--- src/rtl/dx_interlock_latch_if.sv ---
// Bundle of the F/D-side inputs and D/X-side outputs of the decode/execute latch.
// The testbench or upstream stage drives through master; the latch itself uses slave.
interface dx_interlock_latch_if #(
    parameter int STALL_CNT_W = 16
);
    logic [31:0]            fd_insn;
    logic [31:0]            fd_pc;
    logic                   flush;
    logic                   hold_ext;
    logic [31:0]            dx_insn_q;
    logic [31:0]            dx_pc_q;
    logic                   bubble_q;
    logic                   stall_fd;
    logic [STALL_CNT_W-1:0] stall_count;

    modport master (
        output fd_insn, fd_pc, flush, hold_ext,
        input  dx_insn_q, dx_pc_q, bubble_q, stall_fd, stall_count
    );

    modport slave (
        input  fd_insn, fd_pc, flush, hold_ext,
        output dx_insn_q, dx_pc_q, bubble_q, stall_fd, stall_count
    );
endinterface

--- src/rtl/dx_interlock_latch.sv ---
// D/X pipeline latch with load-use interlock: a bubble is injected when the F/D
// instruction reads the destination of an lw sitting in D/X; also honours hold and flush.
module dx_interlock_latch #(
    parameter logic [31:0] NOP_INSN    = 32'h0000_0000,
    parameter int          STALL_CNT_W = 16
) (
    input logic               clock,
    input logic               reset,
    dx_interlock_latch_if.slave bus
);
    localparam logic [4:0] OP_ALU  = 5'b00000;
    localparam logic [4:0] OP_ADDI = 5'b00101;
    localparam logic [4:0] OP_LW   = 5'b01000;
    localparam logic [4:0] OP_SW   = 5'b00111;
    localparam logic [4:0] OP_BNE  = 5'b00010;
    localparam logic [4:0] OP_BLT  = 5'b00110;
    localparam logic [4:0] OP_JR   = 5'b00100;

    typedef enum logic [1:0] {RUN, BUBBLE, HOLD} state_t;

    state_t                 state;
    logic [31:0]            dx_insn;
    logic [31:0]            dx_pc;
    logic                   bubble;
    logic [STALL_CNT_W-1:0] count;

    logic [4:0] src_a;
    logic [4:0] src_b;
    logic       use_a;
    logic       use_b;
    logic [4:0] dx_rd;
    logic       lu_hit;
    logic       unused_fd_bits;

    // Which register fields the F/D instruction actually reads.
    always_comb begin
        src_a = bus.fd_insn[21:17];
        src_b = bus.fd_insn[16:12];
        use_a = 1'b0;
        use_b = 1'b0;
        unique case (bus.fd_insn[31:27])
            OP_ALU: begin
                use_a = 1'b1;
                use_b = 1'b1;
            end
            OP_ADDI, OP_LW: begin
                use_a = 1'b1;
            end
            OP_SW, OP_BNE, OP_BLT: begin
                src_a = bus.fd_insn[26:22];
                src_b = bus.fd_insn[21:17];
                use_a = 1'b1;
                use_b = 1'b1;
            end
            OP_JR: begin
                src_a = bus.fd_insn[26:22];
                use_a = 1'b1;
            end
            default: begin
                use_a = 1'b0;
                use_b = 1'b0;
            end
        endcase
    end

    // HOLD with hold_ext already low is the release cycle and re-checks the hazard as RUN does.
    assign dx_rd  = dx_insn[26:22];
    assign lu_hit = (state != BUBBLE) && (dx_insn[31:27] == OP_LW) && (dx_rd != 5'd0) &&
                    ((use_a && (src_a == dx_rd)) || (use_b && (src_b == dx_rd)));

    assign unused_fd_bits = ^bus.fd_insn[11:0];

    always_ff @(posedge clock) begin
        if (reset) begin
            state   <= RUN;
            dx_insn <= NOP_INSN;
            dx_pc   <= 32'h0;
            bubble  <= 1'b0;
            count   <= '0;
        end else if (bus.hold_ext) begin
            state <= HOLD;
        end else if (bus.flush) begin
            state   <= RUN;
            dx_insn <= NOP_INSN;
            dx_pc   <= bus.fd_pc;
            bubble  <= 1'b1;
        end else if (lu_hit) begin
            state   <= BUBBLE;
            dx_insn <= NOP_INSN;
            bubble  <= 1'b1;
            if (count != '1) begin
                count <= count + 1'b1;
            end
        end else begin
            state   <= RUN;
            dx_insn <= bus.fd_insn;
            dx_pc   <= bus.fd_pc;
            bubble  <= 1'b0;
        end
    end

    assign bus.stall_fd    = !reset && (bus.hold_ext || (!bus.flush && lu_hit));
    assign bus.dx_insn_q   = dx_insn;
    assign bus.dx_pc_q     = dx_pc;
    assign bus.bubble_q    = bubble;
    assign bus.stall_count = count;
endmodule
--- src/flat_wrapper.sv ---
// flat-port wrapper written by rule: the top's interface ports become plain ports
module dx_interlock_latch_flat 
#(
    parameter logic [31:0] NOP_INSN    = 32'h0000_0000,
    parameter int          STALL_CNT_W = 16
)
  (clock, reset, bus_fd_insn, bus_fd_pc, bus_flush, bus_hold_ext, bus_dx_insn_q, bus_dx_pc_q, bus_bubble_q, bus_stall_fd, bus_stall_count);
  dx_interlock_latch_if #(.STALL_CNT_W(STALL_CNT_W)) bus_i ();
  input logic clock;
  input logic reset;
  input wire logic [$bits(bus_i.fd_insn)-1:0] bus_fd_insn;
  input wire logic [$bits(bus_i.fd_pc)-1:0] bus_fd_pc;
  input wire logic [$bits(bus_i.flush)-1:0] bus_flush;
  input wire logic [$bits(bus_i.hold_ext)-1:0] bus_hold_ext;
  output wire logic [$bits(bus_i.dx_insn_q)-1:0] bus_dx_insn_q;
  output wire logic [$bits(bus_i.dx_pc_q)-1:0] bus_dx_pc_q;
  output wire logic [$bits(bus_i.bubble_q)-1:0] bus_bubble_q;
  output wire logic [$bits(bus_i.stall_fd)-1:0] bus_stall_fd;
  output wire logic [$bits(bus_i.stall_count)-1:0] bus_stall_count;
  assign bus_i.fd_insn = bus_fd_insn;
  assign bus_i.fd_pc = bus_fd_pc;
  assign bus_i.flush = bus_flush;
  assign bus_i.hold_ext = bus_hold_ext;
  assign bus_dx_insn_q = bus_i.dx_insn_q;
  assign bus_dx_pc_q = bus_i.dx_pc_q;
  assign bus_bubble_q = bus_i.bubble_q;
  assign bus_stall_fd = bus_i.stall_fd;
  assign bus_stall_count = bus_i.stall_count;
  dx_interlock_latch #(.NOP_INSN(NOP_INSN), .STALL_CNT_W(STALL_CNT_W)) u_core (.clock(clock), .reset(reset), .bus(bus_i));
endmodule
--- config.mk ---
export PLATFORM = sky130hd
export DESIGN_NAME = dx_interlock_latch_flat
export DESIGN_NICKNAME = d
export VERILOG_FILES = /design/src/rtl/dx_interlock_latch_if.sv /design/src/rtl/dx_interlock_latch.sv /design/src/flat_wrapper.sv
export SDC_FILE = /design/constraint.sdc
export NUM_CORES = 1
export LEC_CHECK = 0
export BUFFER_PORTS_ARGS = -buffer_cell sky130_fd_sc_hd__clkbuf_2
export CORE_MARGIN = 2
export CORE_UTILIZATION = 45
export DETAILED_ROUTE_END_ITERATION = 16
export GPL_TIMING_DRIVEN = 0
export PLACE_DENSITY = 0.7
export SLEW_MARGIN = 20
export SYNTH_ARGS = -nofsm -noshare
export SYNTH_HDL_FRONTEND = slang
export SYNTH_SLANG_ARGS = --single-unit
--- constraint.sdc ---
create_clock -name clock -period 4.4 [get_ports clock]
set_input_delay 0.44 -clock clock [delete_from_list [all_inputs] [get_ports clock]]
set_output_delay 0.44 -clock clock [all_outputs]
set_load 0.05 [all_outputs]
==> impl_metrics.yaml <==
critical_path:
  cpPeakStageDelay_ps: 540
  rr_worst_depth: 8
  cp-start-kind: "flip-flop"
  cp_data_required_time_ps: 3960
  rrSetupSlack_ps: 1570
  critPathTopFamily: "compound AO/OA/AOI/OAI gates"
  end_kind: "output pin"
  r2r-end: "u_core.bus.stall_count[5]$_SDFFE_PP0P_"
  slowest_stage: "or4_4"
  cp_cell_sequence: "inv_1 > a22oi_1 > a211oi_1 > or4_4 > o22ai_2 > a31oi_2 > buf_2 > nor2_1 > clkbuf_2"
  critPathArrivalTime_ps: 3160
  worstPathMaxFanout: 10
  timing.critical_path.buf_inv: 3
  regToRegStartpoint: "u_core.bus.dx_insn_q[24]$_SDFFE_PP0N_"
  crit_type: "flip-flop to output pin"
timing:
  relSlewSlack: 0.637
  worst_slew_pin_slew_ps: 545
  finalSetupViolations: 0
  setup_tns_ps: 0
  finalHoldViolCount: 0
  fmax_mhz: 278
  rsz0062_at_grt: "no"
  finalCriticalPeriod_ps: 3600
  finalClockSkew_ps: 8.71
  period_share: 0.819
  slew_viol_final: 0
die:
  die-area_um2: 9410
  fp.coreArea_um2: 8300
  die_w_um: 97.0
  start_util: 0.469
  num_io_pins: 150
  die_y_um: 97.0
  num_rows: 33
yosys:
  syn_inst: 416
  ys_warn_count: 0
  synth-edff-count: 0
  synth_compound_area_frac: 0.165
  synth_area_um2: 3890
  ys_ff_latch: 83
  synth_seq_area_share: 0.427
  synthFlopType: "dfxtp_1"
  synth_nets: 485
  synth_top_family_by_area: "simple AND/OR/NAND/NOR gates"
  synthSimpleGateAreaFrac: 0.253
  synth_fa_ha_area_frac: 0.00321
  synth-xor-area-share: 0.00225
  synth_cell_types: 48
  syn_area_per_cell_um2: 9.36
  muxShareOfSynthArea: 0.111
  async_flop_share: 0
power:
  peakVddDrop_v: 0.000172
  power_density_nw_per_um2: 334
  power_mw: 1.65
  leakage_nw: 2.23
detailed_routing:
  wire_per_inst_um: 15.3
  ant_nets: 0
  dr.pass1.iters: 5
  drc: 0
  via_per_inst: 5.47
  vias: 3747
  postRouteWirelength_um: 10500
  drt-initial-drc-count: 143
finish:
  drive_gt1_frac: 0.322
  n_antenna_cell: 0
  syn2layout_area_growth_pct: 27.3
  nNetsFinal: 644
global_route:
  track_usage: 0.219
  overflow: 0
  grt_pass1_wl_um: 17200
  antenna_found_initial: 0
  first_global_vias: 3600
  grt_start_max_net_pins: 15
place:
  place.gp.congestion: 0.871
  port_buffers: 148
  dpl.hpwl_um: 7820
worst_hold_path:
  min-delay-start: "bus_fd_insn[3]"
  hp-class: "primary input to flip-flop"
  min_to: "u_core.bus.dx_insn_q[3]$_SDFFE_PP0N_"
  min_path_cells: 2
cts:
  clock_path_buffers: 2
  cts.reportedPaths.clkPinSlew_ps: 90
  cts_tree: "built"
  cts_resized: 0
  cts_buffers: 9
  cts.sinks: 83
  postCtsSetupBuffers: 0
  insertion_delay_ps: 360
  htreeDepth: 3
  postCtsHoldBufs: 0
  cts-root-buf: "clkbuf_8"
outcome:
  status: "finished clean"
run:
  maxCapViolCount: 0
==> cells in the final DEF, fill, tap and decap left out, drive strengths merged, types with 9 or more instances in the layout <==
cell,Yosys,layout
nor2b,17,17
clkbuf,21,179
dfxtp,83,83
mux2i,33,33
nand2b,72,72
a22o,33,33
nor3,10,10
a21oi,11,11
mux2,9,9
nand2,11,11
inv,8,9
nand3,11,11
nor2,19,19
==> per-layer routing <==
layer / up-vias / track usage / share of wire
li1: 1817 / - / -
met1: 1763 / 0.279 / 0.43
met2: 151 / 0.351 / 0.47
met3: 16 / 0.0643 / 0.081
met4: 0 / 0.0802 / 0.018
met5: - / 0 / 0
==> through the flow <==
| stage | instances | util | setup WS [ps] | instance area, um2 | hold slack [ps] |
|---|---|---|---|---|---|
| after detailed placement | 669 | 0.574 | 895 | 4760 | 464 |
| after CTS | 685 | 0.597 | 783 | 4960 | 282 |
| after global routing | 685 | 0.597 | 559 | 4960 | 280 |
| after floorplan | 416 | - | 805 | 3890 | 552 |
| final | 685 | 0.597 | 797 | 4960 | 291 |
| after global placement | 669 | 0.574 | 870 | 4760 | 457 |
==> area by class of cell <==
class	count	area, um2
buffer	29	124
tap	105	131
sequential	83	1660
clock buffer	10	128
timing repair buffer	148	741
fill	786	3340
multi-input combinational	296	2080
inverter	8	30.0
clock inverter	6	63.8
==> power by group <==
group	switching [mW]	internal (mW)
combinational	0.204	0.0976
clock	0.288	0.263
sequential	0.0191	0.782
total	0.512	1.14
==> cells by family after synthesis <==
logic type               count (synthesis)
buffers and inverters                   37
flip-flops                              83
adder cells (fa/ha/maj)                  1
AND/OR/NAND/NOR                        170
AO/OA/AOI/OAI                           82
multiplexers                            42
XOR/XNOR                                 1
==> how the worst max path moves through the flow <==
stage	start	endpoint	slack, ps	cells past startpoint
6_report	u_core.bus.dx_insn_q[24]$_SDFFE_PP0N_	bus_stall_fd	800	9
2_1_floorplan	u_core.bus.dx_insn_q[25]$_SDFFE_PP0N_	bus_stall_fd	810	8
4_1_cts	u_core.bus.dx_insn_q[24]$_SDFFE_PP0N_	bus_stall_fd	780	9
3_5_place_dp	bus_fd_insn[28]	bus_stall_fd	890	10
3_3_place_gp	bus_fd_insn[28]	bus_stall_fd	870	10
5_1_grt	u_core.bus.dx_insn_q[24]$_SDFFE_PP0N_	bus_stall_fd	560	9
==> state kept, by name, summed over array words and instances, names as in the netlist <==
name / flops
u_core.bus.dx_insn_q: 32
u_core.state: 2
u_core.bus.stall_count: 16
u_core.bus.dx_pc_q: 32
u_core.bus.bubble_q: 1
==> cell usage after synthesis, drive strengths merged (5+ instances only) <==
cell	n	share of area
a21oi	11	0.014
a22o	33	0.074
a31oi	5	0.0096
buf	8	0.012
clkbuf	21	0.020
dfxtp	83	0.43
inv	8	0.0077
mux2	9	0.026
mux2i	33	0.085
nand2	11	0.011
nand2b	72	0.12
nand3	11	0.014
nand4	6	0.0096
nor2	19	0.018
nor2b	17	0.027
nor3	10	0.013
o21ai	7	0.0090
o31ai	5	0.0096
or4	6	0.013
==> worst register-to-register path, cell delays in order (launching register included) <==
cell      delay, ps
dfxtp_1         500
inv_1           160
a22oi_1         250
a211oi_1        110
or4_4           540
o22a_1          240
buf_2           190
nor4b_1         370
mux2_2          370
No activity file was read; power rests on OpenSTA's default activity.
